--- config.mk ---
export PLATFORM = sky130hd
export DESIGN_NAME = fp_add_seq_ctrl
export DESIGN_NICKNAME = d
export VERILOG_FILES = /design/src/rtl/fp_add_seq_ctrl.sv
export SDC_FILE = /design/constraint.sdc
export NUM_CORES = 1
export LEC_CHECK = 0
export ABC_CLOCK_PERIOD_IN_PS = 10800
export BUFFER_PORTS_ARGS = -buffer_cell sky130_fd_sc_hd__clkbuf_2
export CORE_ASPECT_RATIO = 1.1
export CORE_UTILIZATION = 50
export DETAILED_ROUTE_END_ITERATION = 10
export HOLD_SLACK_MARGIN = 0.03
export PLACE_DENSITY = 0.66
export SYNTH_ARGS = -nofsm -noshare
export SYNTH_HDL_FRONTEND = slang
export SYNTH_SLANG_ARGS = --single-unit
--- constraint.sdc ---
create_clock -name clk -period 10.8 [get_ports clk]
set_input_delay 1.62 -clock clk [delete_from_list [all_inputs] [get_ports clk]]
set_output_delay 1.62 -clock clk [all_outputs]
set_load 0.01 [all_outputs]
--- src/rtl/fp_add_seq_ctrl.sv ---
// Multi-cycle single-precision add/sub controller: unpack, align, add, normalize (external), round.
// Owns operand/result registers, the sticky alignment shifter, the magnitude adder and the RNE rounder.
module fp_add_seq_ctrl #(
  parameter int EXP_W  = 8,
  parameter int FRAC_W = 23
) (
  input  logic                    clk,
  input  logic                    rst_n,
  input  logic                    in_valid,
  output logic                    in_ready,
  input  logic [EXP_W+FRAC_W:0]   op_a,
  input  logic [EXP_W+FRAC_W:0]   op_b,
  input  logic                    sub,
  output logic [FRAC_W+3:0]       nrm_sig,
  output logic                    nrm_carry,
  output logic [EXP_W-1:0]        nrm_exp,
  input  logic [FRAC_W+3:0]       nrm_sig_norm,
  input  logic [EXP_W-1:0]        nrm_shift,
  output logic                    out_valid,
  input  logic                    out_ready,
  output logic [EXP_W+FRAC_W:0]   result,
  output logic [3:0]              flags,
  output logic                    busy
);

  localparam int SIG_W = FRAC_W + 4;
  localparam int W     = EXP_W + FRAC_W + 1;
  localparam logic [EXP_W-1:0] EXP_MAX = '1;

  typedef enum logic [2:0] {IDLE, ALIGN, ADD, NORM, ROUND, DONE} state_t;
  state_t state;

  logic                   sign_a, sign_b, res_sign, zero_res, flush;
  logic [EXP_W-1:0]       exp_a, exp_b;
  logic [SIG_W-1:0]       sig_a, sig_b, sig_n;
  logic [EXP_W+1:0]       exp_n;

  assign in_ready = (state == IDLE);
  assign busy     = (state != IDLE);

  // Unpack and special-operand detection on the live inputs
  logic                   fa_sign, fb_sign;
  logic [EXP_W-1:0]       fa_exp, fb_exp;
  logic [FRAC_W-1:0]      fa_frac, fb_frac;
  logic                   a_zero, b_zero, a_inf, b_inf, a_nan, b_nan;
  assign fa_sign = op_a[W-1];
  assign fb_sign = op_b[W-1] ^ sub;
  assign fa_exp  = op_a[W-2:FRAC_W];
  assign fb_exp  = op_b[W-2:FRAC_W];
  assign fa_frac = op_a[FRAC_W-1:0];
  assign fb_frac = op_b[FRAC_W-1:0];
  assign a_zero  = (fa_exp == '0) && (fa_frac == '0);
  assign b_zero  = (fb_exp == '0) && (fb_frac == '0);
  assign a_inf   = (fa_exp == EXP_MAX) && (fa_frac == '0);
  assign b_inf   = (fb_exp == EXP_MAX) && (fb_frac == '0);
  assign a_nan   = (fa_exp == EXP_MAX) && (fa_frac != '0);
  assign b_nan   = (fb_exp == EXP_MAX) && (fb_frac != '0);

  logic           is_special;
  logic [W-1:0]   sp_result;
  logic [3:0]     sp_flags;
  always_comb begin
    is_special = 1'b1;
    sp_result  = '0;
    sp_flags   = '0;
    if (a_nan || b_nan || (a_inf && b_inf && (fa_sign != fb_sign))) begin
      sp_result = {1'b0, EXP_MAX, 1'b1, {(FRAC_W-1){1'b0}}};
      sp_flags  = 4'b1000;
    end else if (a_inf) begin
      sp_result = {fa_sign, EXP_MAX, {FRAC_W{1'b0}}};
    end else if (b_inf) begin
      sp_result = {fb_sign, EXP_MAX, {FRAC_W{1'b0}}};
    end else if (a_zero && b_zero) begin
      sp_result = {fa_sign & fb_sign, {(W-1){1'b0}}};
    end else begin
      is_special = 1'b0;
    end
  end

  // Alignment: larger magnitude goes to A, smaller is shifted right with sticky
  logic                   a_ge_b, big_sign, sml_sign;
  logic [EXP_W-1:0]       big_exp, sml_exp, d;
  logic [SIG_W-1:0]       big_sig, sml_sig, lost_mask, aligned;
  assign a_ge_b   = {exp_a, sig_a} >= {exp_b, sig_b};
  assign big_sign = a_ge_b ? sign_a : sign_b;
  assign sml_sign = a_ge_b ? sign_b : sign_a;
  assign big_exp  = a_ge_b ? exp_a  : exp_b;
  assign sml_exp  = a_ge_b ? exp_b  : exp_a;
  assign big_sig  = a_ge_b ? sig_a  : sig_b;
  assign sml_sig  = a_ge_b ? sig_b  : sig_a;
  assign d        = big_exp - sml_exp;

  always_comb begin
    lost_mask = '0;
    if (d >= EXP_W'(SIG_W)) begin
      aligned = {{(SIG_W-1){1'b0}}, |sml_sig};
    end else begin
      lost_mask = ~({SIG_W{1'b1}} << d);
      aligned   = (sml_sig >> d) | {{(SIG_W-1){1'b0}}, |(sml_sig & lost_mask)};
    end
  end

  logic [SIG_W:0]   sum;
  logic [SIG_W-1:0] diff;
  assign sum  = {1'b0, sig_a} + {1'b0, sig_b};
  assign diff = sig_a - sig_b;

  logic signed [EXP_W+1:0] exp_calc;
  assign exp_calc = $signed({2'b00, nrm_exp}) + $signed({{2{nrm_shift[EXP_W-1]}}, nrm_shift});

  // Round to nearest even on G/R/S; a carry out of the mantissa bumps the exponent
  logic                   g, r, s, lsb, inc, ovf;
  logic [FRAC_W+1:0]      mant_inc;
  logic [FRAC_W:0]        mant_r;
  logic [EXP_W+1:0]       exp_r;
  logic [EXP_W-1:0]       pack_exp;
  assign g        = sig_n[2];
  assign r        = sig_n[1];
  assign s        = sig_n[0];
  assign lsb      = sig_n[3];
  assign inc      = g & (r | s | lsb);
  assign mant_inc = {1'b0, sig_n[SIG_W-1:3]} + {{(FRAC_W+1){1'b0}}, inc};
  assign mant_r   = mant_inc[FRAC_W+1] ? {1'b1, {FRAC_W{1'b0}}} : mant_inc[FRAC_W:0];
  assign exp_r    = exp_n + {{(EXP_W+1){1'b0}}, mant_inc[FRAC_W+1]};
  assign ovf      = exp_r >= {2'b00, EXP_MAX};
  assign pack_exp = (!mant_r[FRAC_W] && (exp_r == {{(EXP_W+1){1'b0}}, 1'b1})) ? '0 : exp_r[EXP_W-1:0];

  always_ff @(posedge clk or negedge rst_n) begin
    if (!rst_n) begin
      state     <= IDLE;
      out_valid <= 1'b0;
      result    <= '0;
      flags     <= '0;
      nrm_sig   <= '0;
      nrm_carry <= 1'b0;
      nrm_exp   <= '0;
      sign_a    <= 1'b0;
      sign_b    <= 1'b0;
      res_sign  <= 1'b0;
      zero_res  <= 1'b0;
      flush     <= 1'b0;
      exp_a     <= '0;
      exp_b     <= '0;
      sig_a     <= '0;
      sig_b     <= '0;
      sig_n     <= '0;
      exp_n     <= '0;
    end else begin
      case (state)
        IDLE: begin
          if (in_valid) begin
            sign_a <= fa_sign;
            sign_b <= fb_sign;
            exp_a  <= (fa_exp == '0) ? {{(EXP_W-1){1'b0}}, 1'b1} : fa_exp;
            exp_b  <= (fb_exp == '0) ? {{(EXP_W-1){1'b0}}, 1'b1} : fb_exp;
            sig_a  <= {fa_exp != '0, fa_frac, 3'b000};
            sig_b  <= {fb_exp != '0, fb_frac, 3'b000};
            if (is_special) begin
              result    <= sp_result;
              flags     <= sp_flags;
              out_valid <= 1'b1;
              state     <= DONE;
            end else begin
              state <= ALIGN;
            end
          end
        end
        ALIGN: begin
          sign_a <= big_sign;
          sign_b <= sml_sign;
          exp_a  <= big_exp;
          sig_a  <= big_sig;
          sig_b  <= aligned;
          state  <= ADD;
        end
        ADD: begin
          nrm_exp <= exp_a;
          if (sign_a == sign_b) begin
            nrm_sig   <= sum[SIG_W-1:0];
            nrm_carry <= sum[SIG_W];
            zero_res  <= 1'b0;
            res_sign  <= sign_a;
          end else begin
            nrm_sig   <= diff;
            nrm_carry <= 1'b0;
            zero_res  <= (diff == '0);
            res_sign  <= (diff == '0) ? 1'b0 : sign_a;
          end
          state <= NORM;
        end
        NORM: begin
          sig_n <= nrm_sig_norm;
          exp_n <= exp_calc;
          flush <= exp_calc[EXP_W+1] || (exp_calc == '0);
          state <= ROUND;
        end
        ROUND: begin
          if (zero_res) begin
            result <= '0;
            flags  <= 4'b0000;
          end else if (flush) begin
            result <= {res_sign, {(W-1){1'b0}}};
            flags  <= 4'b0011;
          end else if (ovf) begin
            result <= {res_sign, EXP_MAX, {FRAC_W{1'b0}}};
            flags  <= 4'b0101;
          end else begin
            result <= {res_sign, pack_exp, mant_r[FRAC_W-1:0]};
            flags  <= {3'b000, g | r | s};
          end
          out_valid <= 1'b1;
          state     <= DONE;
        end
        DONE: begin
          if (out_ready) begin
            out_valid <= 1'b0;
            state     <= IDLE;
          end
        end
        default: state <= IDLE;
      endcase
    end
  end

endmodule
[Word level (Yosys, flattened, before mapping)]
Index checks and enable logic that the tools add are counted.
Storage, ports and cells
  output and inout port bits: 75
  flip-flop bits (word level): 188
  word-level logic and storage cells: 145
  input bits: 104
Cells by class
  bitwise gates (word level): 10
  magnitude comparators: 3
  reduce and logical (&&, ||, !) cells: 37
  $add $sub $neg: 6
  eq/ne operators: 14
  shift-type cells: 2
  multiplexer cells: 55
Operator list (count)
  $mux 32: 7
  $mux 27: 6
  $pmux 27 s2: 2
  $pmux 32 s2: 1
  $mux 31: 2
  $reduce_or 27->1: 2
  $mux 8: 6
  $logic_not 23->1: 2
  $reduce_bool 23->1: 2
  $ge 35x35->1: 1
  $add 27x27->28: 1
  $and 27x27->27: 1
  $logic_not 27->1: 1
  $not 27->27: 1
  $or 27x1->27: 1
  $shl 27x8->27 const A: 1
  $shr 27x8->27: 1
  $sub 27x27->27: 1
  $add 24x1->25: 1
  $mux 24: 1
  $mux 3: 6
  $pmux 3 s6: 1
  $eq 8x8->1 const B: 2
  $logic_not 8->1: 2
  other kinds (33): 75

[Logic depth before layout (Yosys ltp)]
  depth in word-level cells: 12
  mapped depth: 23
  depth with buffers taken out: 20

[Least setup slack after synthesis]
Ideal clock, no wire load.
  kind: flip-flop to flip-flop
  from: reg sig_b[22]
  to: reg sig_b[0]
  cell stages (with the launch flop): 23
  slack: 6.133 ns
  arrival time: 4.584 ns
  required time: 10.716 ns
  cell sequence: dfrtp_1 -> inv_1 -> ha_1 -> clkbuf_1 -> nand4_1 -> nor4_4 -> a31oi_1 -> nand4_2 -> a31o_4 -> buf_6 -> mux2i_1 -> inv_2 -> ha_1 -> a22oi_1 -> o311ai_0 -> or3_1 -> buf_4 -> buf_8 -> mux2i_1 -> mux4_2 -> mux2i_1 -> o21ai_1 -> a41oi_2
On the way
  word-level cells in the longest chain between the ends: 10
RTL lines
  start, declared: line 35  | logic [SIG_W-1:0] sig_a, sig_b, sig_n;
  start signal, assigned: line 157  | sig_b <= {fb_exp != '0, fb_frac, 3'b000};
  start signal, assigned: line 173  | sig_b <= aligned;
  $ge 35x35->1: line 84  | assign a_ge_b = {exp_a, sig_a} >= {exp_b, sig_b};
  $mux 8 (on tied branches): line 87, 88
  $sub 8x8->8: line 91  | assign d = big_exp - sml_exp;
  $shl 27x8->27: line 98  | lost_mask = ~({SIG_W{1'b1}} << d);
  $not 27->27: line 98
  $and 27x27->27: line 99  | aligned = (sml_sig >> d) | {{(SIG_W-1){1'b0}}, |(sml_sig & lost_mask)};
  $reduce_or 27->1: line 99
  $or 27x1->27: line 99
  $mux 27 *: line 95  | if (d >= EXP_W'(SIG_W)) begin
  $pmux 27 s2 *: line 149  | case (state)
Mark *: on every way between the ends. The rest lies on a longest branch, timed or not.
A chain may end at the register's enable or synchronous reset.

[Worst setup path after layout]
  from: reg sig_b[16]
  to: reg sig_b[0]
Same word-level chain as after synthesis.

==> key figures <==
Routing
  • DRC Markers: 0
  • Post-Route WL: 48300 um
  • Starting DRT DRC Count: 1521
  • Routed Antenna Nets: 0
  • TritonRoute pass-1 iters: 7
  • DR vias: 13993
  • Avg Vias per Cell: 6.32
  • Wire length per cell: 21.8 um

Final layout
  • Most frequent cells in the layout: 204 x nand2_1, 188 x dfrtp_1, 177 x clkbuf_2, 145 x o21ai_0, 114 x nor2_1
  • Layout area overhead: 11.8%
  • Share of post-route cells with drive strength above 1: 16.5%
  • Reg area: 4700 um2
  • Final Non-Filler Cells: 2214
  • Final nets: 2016
  • Most common cell after layout, fill and taps aside: nand2_1
  • # diodes: 0
  • Fillers: 2705
  • Area of the multi-input gates: 9230 um2

GRT
  • Pin count of the biggest net entering global routing: 118
  • All-Layer GR Usage: 32.5%
  • Vias in the first global route: 13180
  • Initial antenna violation count: 1
  • First-pass GRT wire length: 74800 um
  • GRT Residual Overflow: 0

Clocking
  • # clock sinks: 188
  • Clk slew on worst S/H paths: 80 ps
  • CTS tree: built
  • Root Driver: clkbuf_16
  • Setup Buffers After CTS: 0
  • Num CTS Buffers: 17
  • Post_cts resized: 0
  • CTS hold repair buffers: 0
  • Clock Latency Late Sink: 460 ps
  • H-tree depth: 4
  • Clock Tree Buf Depth: 2

Synthesis
  • Mapped Area: 14700 um2
  • EDFF count, synth: 0
  • Post-synth top area share: 32.1%
  • FF+latch count, synth: 188
  • Synth warnings: 0
  • Asr flop ratio synth: 100%
  • Syn avg cell area: 8.54 um2
  • Unique masters post-synth: 88
  • Register area share after synthesis: 32.1%
  • Mapped Cells: 1716
  • Primary FF master, synth: dfrtp_1
  • Ranking of synthesized cells by area: dfrtp_1 32%, mux2i_1 7.4%, ha_1 6.5%
  • Cell taking the most area after synthesis: dfrtp_1
  • Syn nets: 1899

Min path
  • HP Class: reg2reg

Critical path
  • Crit path arrival time: 6750 ps
  • Buf/Inv on CP: 3
  • WS Path Type: reg2reg
  • CP top delay family: compound AO/OA/AOI/OAI gates
  • Slowest stage cell on the critical path: nor4_1
  • Critical Path, Cell by Cell: inv_1 > ha_1 > nand4_1 > nor4_1 > a31oi_1 > nand4_2 > a31o_4 > mux2i_1 > inv_2 > ha_1 > inv_2 > nor2_1 > a2111oi_0 > o22ai_1 > a21oi_1 > o211ai_1 > a2111o_1 > o21ai_1 > a41oi_2
  • CP Max Fanout: 32
  • CP max stage delay: 700 ps
  • Crit start category: flop
  • CP Capture Type: flop
  • Required time of the worst setup path: 11110 ps

Run
  • Max-Cap Viols: 0

Timing
  • Max Slew Vio Count: 0
  • Setup TNS: 0 ps
  • Worst slew margin: 29.5%
  • Final Hold Fails: 0
  • RSZ-0062 raised after global routing: no
  • Endpoints failing setup: 0
  • Fmax: 155 MHz
  • Final Critical Period: 6440 ps
  • Fin crit share: 59.6%
  • Setup ws final: 4360 ps
  • Skew final: 28.2 ps
  • Least-Margin Pin Slew: 1040 ps

Floorplan
  • FP Rows: 65
  • Die height: 182 um
  • Initial Util: 51.0%
  • Die X: 165 um
  • # IOs: 179
  • Full die area: 30000 um2
  • Core Area: 28700 um2

Place
  • Gp weighted congestion: 1.03
  • Placement Setup Slack: 4540 ps
  • Detailed Place HPWL: 37000 um
  • # port buffers: 178
  • Placed Cells: 2182

Status
  • Status: complete, no violations
[path summary, 6_finish.rpt]
| path | start | endpoint | slack, ps | depth (start not counted) |
|---|---|---|---|---|
| max in group asynchronous | rst_n | exp_a[6] | 7950 | 2 |
| max reg2reg | sig_b[16] | sig_b[0] | 4360 | 19 |
| min | nrm_sig[1] | nrm_sig[1] | 480 | 2 |
| min in group asynchronous | rst_n | sig_n[13] | 1300 | 1 |
| min reg2reg | nrm_sig[1] | nrm_sig[1] | 480 | 2 |
| max | sig_b[16] | sig_b[0] | 4360 | 19 |
[cell usage after synthesis, types with 36 or more instances]
library cell,number
nor2_1,115
mux2_2,36
nand3_1,44
xnor2_1,48
ha_1,76
clkbuf_1,68
dfrtp_1,188
inv_1,89
a21oi_1,108
nand2_1,205
nor3_1,39
o21ai_0,145
mux2i_1,109
[layout make-up]
class                           count  share of cell area, %
Clock buffer                       19                   2.70
Tap cell                          368                   2.81
Inverter                           91                   2.08
Multi-Input combinational cell   1339                   56.3
Timing Repair Buffer              196                   6.31
Sequential cell                   188                   28.7
Clock inverter                     13                   1.05
[kinds of logic after synthesis]
kind of cell               share of synthesized area, %
DFF                                                32.1
AOI/OAI and AO/OA                                  20.9
adders and majority gates                          6.90
xor gates and xnor gates                           4.72
buffers and inverters                              5.30
and+or+nand+nor                                    18.1
muxes                                              12.0
[through the flow]
step | util (%) | hold slack, ps | area (um2)
5_1_grt | 57.1 | 516 | 16400
2_1_floorplan | - | 459 | 14700
4_1_cts | 57.1 | 487 | 16400
3_3_place_gp | 54.9 | 453 | 15800
6_report | 57.1 | 481 | 16400
3_5_place_dp | 54.9 | 470 | 15800
[per-layer routing]
layer | wire length [um] | global-route usage [%] | vias to the layer above | part of all wire (%)
met5 | 0 | 0 | - | 0
met4 | 2060 | 14.7 | 0 | 4.3
met3 | 3610 | 4.66 | 118 | 7.5
met2 | 22000 | 51.0 | 637 | 46
met1 | 20600 | 44.0 | 6759 | 43
li1 | - | - | 6479 | -
[flip-flops by register name (all words and copies together) (netlist names), 3 cells and up, named ones only]
name and count:
nrm_exp 8, flags 4, result 32, exp_n 10, sig_b 27, sig_n 27, state 3, exp_a 7
nrm_sig 27, sig_a 27, exp_b 8
[worst min-delay path: stages (launching register included)]
cell and delay, ps:
dfrtp_1 350, nand2_1 50, nand2_1 50
Power is not shown: default switching activity piles up to over one toggle a cycle in this logic, so the estimate is an artifact.
